==> src/rtl/unified_mem_arbiter.sv <==
`default_nettype none
// ============================================================================
// Module      : unified_mem_arbiter
// Description : Arbitrates one single-port unified memory between instruction
//               fetch (read-only) and MEM-stage data access (read/write) using
//               a fixed-latency IDLE/ACCESS/RESP FSM with data-over-fetch
//               priority. Optional macro ARB_FAIR_EN adds a streak limit that
//               lets fetch win after MAX_STREAK back-to-back contested data wins.
// Revision    : 1.0 - initial release
// ============================================================================
module unified_mem_arbiter #(
    parameter int ADDR_W     = 10,
    parameter int MEM_LAT    = 1,
    parameter int MAX_STREAK = 3
) (
    input  logic              clk,
    input  logic              rst,
    input  logic              if_req,
    input  logic [31:0]       if_addr,
    output logic              if_gnt,
    output logic              if_rvalid,
    output logic [31:0]       if_rdata,
    input  logic              dm_req,
    input  logic              dm_we,
    input  logic [31:0]       dm_addr,
    input  logic [31:0]       dm_wdata,
    output logic              dm_gnt,
    output logic              dm_rvalid,
    output logic [31:0]       dm_rdata,
    output logic              mem_en,
    output logic              mem_we,
    output logic [ADDR_W-1:0] mem_addr,
    output logic [31:0]       mem_wdata,
    input  logic [31:0]       mem_rdata,
    output logic              busy
);

    typedef enum logic [1:0] {
        S_IDLE   = 2'd0,
        S_ACCESS = 2'd1,
        S_RESP   = 2'd2
    } state_t;

    localparam int             CNT_W      = 4;
    localparam logic [CNT_W-1:0] c_cnt_load = CNT_W'(MEM_LAT - 1);

    state_t              r_state_q, w_state_d;
    logic [CNT_W-1:0]    r_cnt_q, w_cnt_d;
    logic                r_owner_q, w_owner_d;   // 1 = data, 0 = fetch
    logic                r_we_q, w_we_d;
    logic [ADDR_W-1:0]   r_addr_q, w_addr_d;
    logic [31:0]         r_wdata_q, w_wdata_d;
    logic [31:0]         r_if_rdata_q, w_if_rdata_d;
    logic [31:0]         r_dm_rdata_q, w_dm_rdata_d;

    logic                w_idle;
    logic                w_if_gnt;
    logic                w_dm_gnt;

    // Only word-address bits reach the memory; the rest are intentionally dropped.
    logic                w_unused_addr_bits;
    assign w_unused_addr_bits = ^{if_addr[1:0], if_addr[31:ADDR_W+2],
                                  dm_addr[1:0], dm_addr[31:ADDR_W+2]};

    assign w_idle = (r_state_q == S_IDLE) && !rst;

`ifdef ARB_FAIR_EN
    localparam int                STREAK_W     = $clog2(MAX_STREAK + 1);
    localparam logic [STREAK_W-1:0] c_streak_max = STREAK_W'(MAX_STREAK);

    logic [STREAK_W-1:0] r_streak_q, w_streak_d;
    logic                w_fair_pick;

    assign w_fair_pick = (r_streak_q == c_streak_max) && if_req && dm_req;
    assign w_if_gnt    = w_idle && if_req && (!dm_req || w_fair_pick);
    assign w_dm_gnt    = w_idle && dm_req && !w_fair_pick;

    always_comb begin
        w_streak_d = r_streak_q;
        if (w_if_gnt) begin
            w_streak_d = '0;
        end else if (w_dm_gnt) begin
            w_streak_d = if_req ? (r_streak_q + 1'b1) : '0;
        end
    end

    always_ff @(posedge clk) begin
        if (rst) begin
            r_streak_q <= '0;
        end else begin
            r_streak_q <= w_streak_d;
        end
    end
`else
    localparam int c_unused_max_streak = MAX_STREAK;

    assign w_if_gnt = w_idle && if_req && !dm_req;
    assign w_dm_gnt = w_idle && dm_req;
`endif

    always_comb begin
        w_state_d    = r_state_q;
        w_cnt_d      = r_cnt_q;
        w_owner_d    = r_owner_q;
        w_we_d       = r_we_q;
        w_addr_d     = r_addr_q;
        w_wdata_d    = r_wdata_q;
        w_if_rdata_d = r_if_rdata_q;
        w_dm_rdata_d = r_dm_rdata_q;
        case (r_state_q)
            S_IDLE: begin
                if (w_dm_gnt) begin
                    w_owner_d = 1'b1;
                    w_we_d    = dm_we;
                    w_addr_d  = dm_addr[ADDR_W+1:2];
                    w_wdata_d = dm_wdata;
                    w_cnt_d   = c_cnt_load;
                    w_state_d = S_ACCESS;
                end else if (w_if_gnt) begin
                    w_owner_d = 1'b0;
                    w_we_d    = 1'b0;
                    w_addr_d  = if_addr[ADDR_W+1:2];
                    w_wdata_d = '0;
                    w_cnt_d   = c_cnt_load;
                    w_state_d = S_ACCESS;
                end
            end
            S_ACCESS: begin
                if (r_cnt_q == '0) begin
                    // Read data is only guaranteed valid on the final access cycle.
                    if (!r_owner_q) begin
                        w_if_rdata_d = mem_rdata;
                    end else if (!r_we_q) begin
                        w_dm_rdata_d = mem_rdata;
                    end
                    w_state_d = S_RESP;
                end else begin
                    w_cnt_d = r_cnt_q - 1'b1;
                end
            end
            S_RESP: begin
                w_state_d = S_IDLE;
            end
            default: begin
                w_state_d = S_IDLE;
            end
        endcase
    end

    always_ff @(posedge clk) begin
        if (rst) begin
            r_state_q    <= S_IDLE;
            r_cnt_q      <= '0;
            r_owner_q    <= 1'b0;
            r_we_q       <= 1'b0;
            r_addr_q     <= '0;
            r_wdata_q    <= '0;
            r_if_rdata_q <= '0;
            r_dm_rdata_q <= '0;
        end else begin
            r_state_q    <= w_state_d;
            r_cnt_q      <= w_cnt_d;
            r_owner_q    <= w_owner_d;
            r_we_q       <= w_we_d;
            r_addr_q     <= w_addr_d;
            r_wdata_q    <= w_wdata_d;
            r_if_rdata_q <= w_if_rdata_d;
            r_dm_rdata_q <= w_dm_rdata_d;
        end
    end

    // Write strobe only on the last access cycle so an aborted store never writes.
    assign mem_en    = (r_state_q == S_ACCESS);
    assign mem_we    = mem_en && r_we_q && (r_cnt_q == '0);
    assign mem_addr  = r_addr_q;
    assign mem_wdata = r_wdata_q;
    assign if_gnt    = w_if_gnt;
    assign dm_gnt    = w_dm_gnt;
    assign if_rvalid = (r_state_q == S_RESP) && !r_owner_q;
    assign dm_rvalid = (r_state_q == S_RESP) && r_owner_q;
    assign if_rdata  = r_if_rdata_q;
    assign dm_rdata  = r_dm_rdata_q;
    assign busy      = (r_state_q != S_IDLE);

endmodule
`default_nettype wire
==> config.mk <==
export PLATFORM = sky130hd
export DESIGN_NAME = unified_mem_arbiter
export DESIGN_NICKNAME = d
export VERILOG_FILES = /design/src/rtl/unified_mem_arbiter.sv
export SDC_FILE = /design/constraint.sdc
export NUM_CORES = 1
export LEC_CHECK = 0
export BUFFER_PORTS_ARGS = -buffer_cell sky130_fd_sc_hd__buf_2
export CELL_PAD_IN_SITES_DETAIL_PLACEMENT = 1
export CELL_PAD_IN_SITES_GLOBAL_PLACEMENT = 2
export CORE_MARGIN = 4
export CORE_UTILIZATION = 23
export DETAILED_ROUTE_END_ITERATION = 10
export HOLD_SLACK_MARGIN = 0.02
export MAX_ROUTING_LAYER = met4
export PLACE_DENSITY_LB_ADDON = 0.05
export SETUP_SLACK_MARGIN = 0.2
export SYNTH_ARGS = -nofsm -noshare
export SYNTH_HDL_FRONTEND = slang
export SYNTH_SLANG_ARGS = --single-unit
==> constraint.sdc <==
create_clock -name clk -period 1.7 [get_ports clk]
set_clock_uncertainty 0.2 [all_clocks]
set_input_delay 0.34 -clock clk [delete_from_list [all_inputs] [get_ports clk]]
set_output_delay 0.34 -clock clk [all_outputs]
set_load 0.02 [all_outputs]
## Yosys cells after proc, flatten, opt, wreduce, memory -nomap -nowiden

Cells that the tools add are included.

- Add/sub/neg operators: 1
- Eq/ne operators: 5
- Muxes and demuxes: 15
- Bitwise logic cells: 2
- Reduce and logical (&&, ||, !) cells: 21

Operators by type and width:

| operator | number |
|---|---|
| 2-to-1 mux 32 bit | 2 |
| 2-to-1 mux 10 bit | 2 |
| 2-to-1 mux 4 bit | 3 |
| logical AND 1 bit | 8 |
| case mux 4 bit (2 select lines) | 1 |
| 2-to-1 mux 2 bit | 3 |
| AND reduction 3 bit | 2 |
| nonzero test 2 bit | 3 |
| zero test 4 bit | 1 |
| case mux 2 bit (2 select lines) | 1 |
| AND reduction 2 bit | 2 |
| AND reduction 4 bit | 1 |
| subtractor 4 x 1 -> 4 bit, second input constant | 1 |
| zero test 1 bit | 3 |
| 2-to-1 mux 1 bit | 3 |
| != test 3 bit, second input constant | 1 |
| == test 2 x 1 -> 1 bit, second input constant | 1 |
| == test 2 bit, second input constant | 1 |
| zero test 2 bit | 1 |
| != test 2 x 1 -> 1 bit, second input constant | 1 |
| != test 2 bit, second input constant | 1 |
| inverter 1 bit | 2 |

- Bits in registers: 114
- Input port bits: 133
- Output and inout bits: 113
- Logic and storage cells: 52

## Logic depth before layout (Yosys ltp)

- Depth in word-level cells: 7
- Depth in mapped cells: 6

## Least setup slack after synthesis

Ideal clock, no wire load.

- Kind: register -> output
- From: register r_state_q[1]
- To: output if_gnt
- Arrival: 1,510 ps
- Data required time: 1,160 ps
- Slack: -350 ps
- Cell stages (with the launch flop): 5
- Path buffers: 2
- Path through: dfxtp_1 -> or3_1 -> buf_2 -> clkbuf_1 -> nor3_1

- Word-level cells in the longest chain between the ends: 4

RTL lines:

| element | line | text |
|---|---|---|
| start, declared | 47 | `state_t r_state_q, w_state_d;` |
| start signal, assigned | 161 | `r_state_q <= w_state_d;` |
| zero test 2 bit | 65 | `assign w_idle = (r_state_q == S_IDLE) && !rst;` |
| logical AND 1 bit | 65 |  |
| logical AND 1 bit (2 in a row) | 97 | `assign w_if_gnt = w_idle && if_req && !dm_req;` |
| end, declared | 20 | `output logic if_gnt,` |

No other way between the ends.

## Worst setup path in the final report

- From: register r_state_q[0]
- To: output dm_gnt

- Word-level cells in the longest chain between the ends: 3

RTL lines:

| element | line | text |
|---|---|---|
| zero test 2 bit | 65 |  |
| logical AND 1 bit | 65 |  |
| logical AND 1 bit | 98 | `assign w_dm_gnt = w_idle && dm_req;` |
| end, declared | 27 | `output logic dm_gnt,` |

No other way between the ends.

==> results.md <==
- The area growth from synthesis to layout is 85.8%.
- The violation count after the first detailed-route iteration is 96.
- The sequential cell area fraction in the yosys report is 0.489.
- In the final layout, the multi-input gates occupy 2510 µm².
- The max-slew violation total from the final report is 0.
- The run finished, with violations left.
- In the final layout, the share of cells above drive strength 1 is 0.468.
- The post-synthesis share of cell area spent on and, or, nand and nor gates is 0.215.
- The die height is 151 µm.
- The number of ports placed on the die boundary is 246.
- Once detail routing completed, the nets flagged for antenna violations numbered 0.
- For this design the static power due to leakage is 0.00390 µW.
- The share of flip-flops with an asynchronous set or reset after synthesis is 0.
- The worst setup slack after placement is -221 ps.
- In this run the tightest slew margin relative to its limit is 0.693.
- The worst path setup slack after routing is -352 ps.
- Dividing the detail-routed wire length by the instance count gives 16.2 µm.
- The TritonCTS clock tree is yes.
- The dominant combinational cell family by area after synthesis is simple AND/OR/NAND/NOR gates.
- The depth of the worst hold-timing path is 3.
- The total detailed-routing wirelength is 17800 µm.
- The biggest cell delay along the critical path is 570 ps.
- The type of the setup path with the least slack is reg -> out.
- After detailed routing, the number of vias per cell comes to 4.33.
- Input and output buffers added on the ports amount to 201.
- The adder-cell share of the synthesized area is 0.00536.
- The first global-routing pass estimated 27300 µm of wire.
- The longest clock path from root to sink contains 2 buffers.
- IR analysis of the VDD net gives a maximum drop of 0.685 mV.
- The critical path goes through or4b_4, clkinv_8, buf_8.
- Among all flip-flop cells after synthesis, the most frequent one is sky130_fd_sc_hd__dfxtp_1.
- After synthesis the cells add up to 4670 µm².
- The worst register-to-register path ends at if_rdata[7].
- After floorplanning, the core was sized to cover 19700 µm².
- The clock latency on the worst-skew pair is 400 ps.
- The die covers 22700 µm².
- The number of global-route vias before repair was 5130.
- Subtracting the final worst setup slack from the clock period gives 2050 ps.
- Along the worst path, the maximum fanout reaches 5.
- For this configuration, the core starts out at a cell density of 0.237.
- The setup check on the worst reg-to-reg path leaves a slack of -260 ps.
- The path with the worst hold slack has its endpoint at dm_rdata[1].
- The flip-flop and latch area is 2300 µm².
- The HPWL after detailed placement is 11100 µm.
- The placed instance area is 6240 µm².
- Synthesis produced a netlist whose cell count is 492.
- TritonCTS created 17 clock buffers.
- The final net count is 954.
- The number of warning messages in the yosys log is 0.
- The type of destination of the critical path is an output port.
- The number of buffers and inverters on the critical path is 2.
- The checks that failed: negative setup slack.
- The largest individual stage delay along the critical path comes from the cell sky130_fd_sc_hd__or4b_4.
- Counting every sink on the clock net gives 114.
- The max-capacitance violation count is 0.
- The number of detailed-route iterations in the first pass is 4.
- The placer's final routability congestion estimate is 0.774.
- The pin slew with the least headroom to its limit is 460 ps.
- The filler cells instantiated in the layout total 2227.
- The worst hold path begins at mem_rdata[1].
- The tree is rooted in a sky130_fd_sc_hd__clkbuf_16.
- The combined global-route utilization of all metal layers is 0.159.
- The data required time at the worst endpoint is 1160 ps.
- The hold violation count in the final report is 0.
- The mean cell area of the mapped netlist is 9.49 µm².
- Of the post-synthesis cell area, the part taken by muxes is 0.140.
- The most common library cell in the layout ignoring fill and taps is sky130_fd_sc_hd__buf_2.
- Measured along the x axis, the die boundary spans 151 µm.
- The beginning of the worst register-to-register path is r_cnt_q[1].
- The dominant delay contributor by cell family on the critical path is simple AND/OR/NAND/NOR gates.
- In the routed design, unresolved DRC markers number 0.
- The accumulated negative setup slack is -21320 ps.
- In this run, distinct cell masters in the synthesized netlist total 39.
- The total setup violations reported at the end of the flow is 118.
- The number of antenna violations at the first check in global routing is 0.
- Detailed routing inserted a total of 4750 vias.
- The number of antenna diodes in the final layout is 0.
- Yosys mapped a number of flops with a built-in enable equal to 0.
- The synthesized-area fraction occupied by ao, oa, aoi and oai cells is 0.110.
- The final standard cell area without fillers is 8680 µm².
- The clock transition at the register clock pins on the worst setup and hold paths after CTS is 60 ps.
- After synthesis the netlist holds a flip-flop and latch count of 114.
- Measured in cells, the most critical reg-to-reg path has a length of 8.
- The final total power is 8300 µW.
- The floorplan has 51 rows.
- The library cells used most frequently in the layout, excluding fill and tap cells, are sky130_fd_sc_hd__buf_2, sky130_fd_sc_hd__dfxtp_1, sky130_fd_sc_hd__nand2b_1.
- The worst setup path is launched from a flip-flop.
- The final global-route overflow total is 0.
- The clock tree synthesis step divided the H-tree into 4 levels.
- The number of nets handed over by synthesis was 627.
- The endpoint arrival time on the critical path is 1510 ps.
- The share of the synthesized netlist area taken by xor and xnor gates is 0.
- The post-route fraction of the period consumed by the critical path is 1.21.
- Setup repair after global routing could not meet its margin everywhere.
- The total power divided by cell area is 956 nW/µm².
- The fmax is 0.487 GHz.
- Entering global routing, the biggest net connects 122 pins.
- The tightest min-delay check is of the in -> reg type.
==> worst max path at each step <==
| stage | startpoint | to | slack (ps) | depth (start not counted) |
|---|---|---|---|---|
| floorplan | rst | if_gnt | -110 | 4 |
| global placement | rst | dm_gnt | -180 | 4 |
| detailed placement | r_cnt_q[0] | if_rdata[26] | -220 | 6 |
| CTS | r_state_q[0] | dm_gnt | -390 | 3 |
| global route | r_state_q[0] | dm_gnt | -400 | 3 |
| finish | r_state_q[0] | dm_gnt | -350 | 3 |
==> area by class of cell <==
type | instances | area share
multi-input cells | 337 | 0.289
flip-flops and latches | 114 | 0.265
clock inverters | 12 | 0.0232
inverters | 5 | 0.00418
clock buffers | 20 | 0.0538
repair buffers | 344 | 0.326
well taps | 265 | 0.0382
==> layer usage <==
metal,wire length [µm],vias to the layer above,track usage
met3,1160,11,0.0467
met4,136,0,0.0389
met2,9000,132,0.269
met1,7490,2264,0.187
li1,-,2343,-
met5,0,-,-
==> where the power goes <==
group / leakage, µW / internal, µW / switching [µW]
clock network: 0.000323 / 2720 / 1300
logic: 0.00265 / 731 / 670
registers: 0.000932 / 2800 / 73.3
total: 0.00390 / 6250 / 2050
==> worst register-to-register path: cells and delay by family (launching register included) <==
family                     cells  cell delay, ps
DFF                            1             320
and+or+nand+nor                2             540
adders and majority gates      1             140
buffers and inverters          4             460
muxes                          1             220
==> stage by stage <==
step / hold WS, ps / utilization / std cells
final: 39.9 / 0.440 / 1097
after global placement: 255 / 0.316 / 956
after floorplan: 266 / - / 492
after global routing: 35.5 / 0.440 / 1097
after detailed placement: 268 / 0.316 / 956
after CTS: 21.5 / 0.413 / 1085
==> timing repair <==
item	in CTS	in global routing
setup endpoints to repair	123	165
endpoints found under the hold margin	81	1
gates cloned	7	1
setup buffers	15	10
resized for setup	56	135
pin swaps	7	32
hold buffers	75	1
==> cell families (layout without fill, tap and decap cells) <==
logic type      count (synthesis)  count (layout)
fa+ha+maj                       2               2
flops                         114             114
buf+inv                        41             381
simple gates                  177             177
mux                            65              65
compound gates                 93              93
==> cells in the mapped netlist, drive strengths merged, types with 2 or more instances <==
cell	instances	share of area
dfxtp	114	0.49
nand2b	98	0.13
mux2i	64	0.14
nand2	53	0.043
a21oi	43	0.046
o21ai	34	0.036
clkbuf	22	0.018
buf	14	0.019
a311oi	10	0.019
nor3	5	0.0088
inv	4	0.0032
nor2	4	0.0038
a31oi	2	0.0027
ha	2	0.0054
nand4b	2	0.0051
nor3b	2	0.0032
o211ai	2	0.0032
or2	2	0.0027
or3	2	0.0027
or4	2	0.0032
==> sequential cells by signal, indices dropped and copies added (netlist names) <==
register	count
r_owner_q	1
r_we_q	1
r_cnt_q	4
if_rdata	32
mem_wdata	32
mem_addr	10
dm_rdata	32
r_state_q	2
Note: power is estimated with default switching activity, not from simulation.
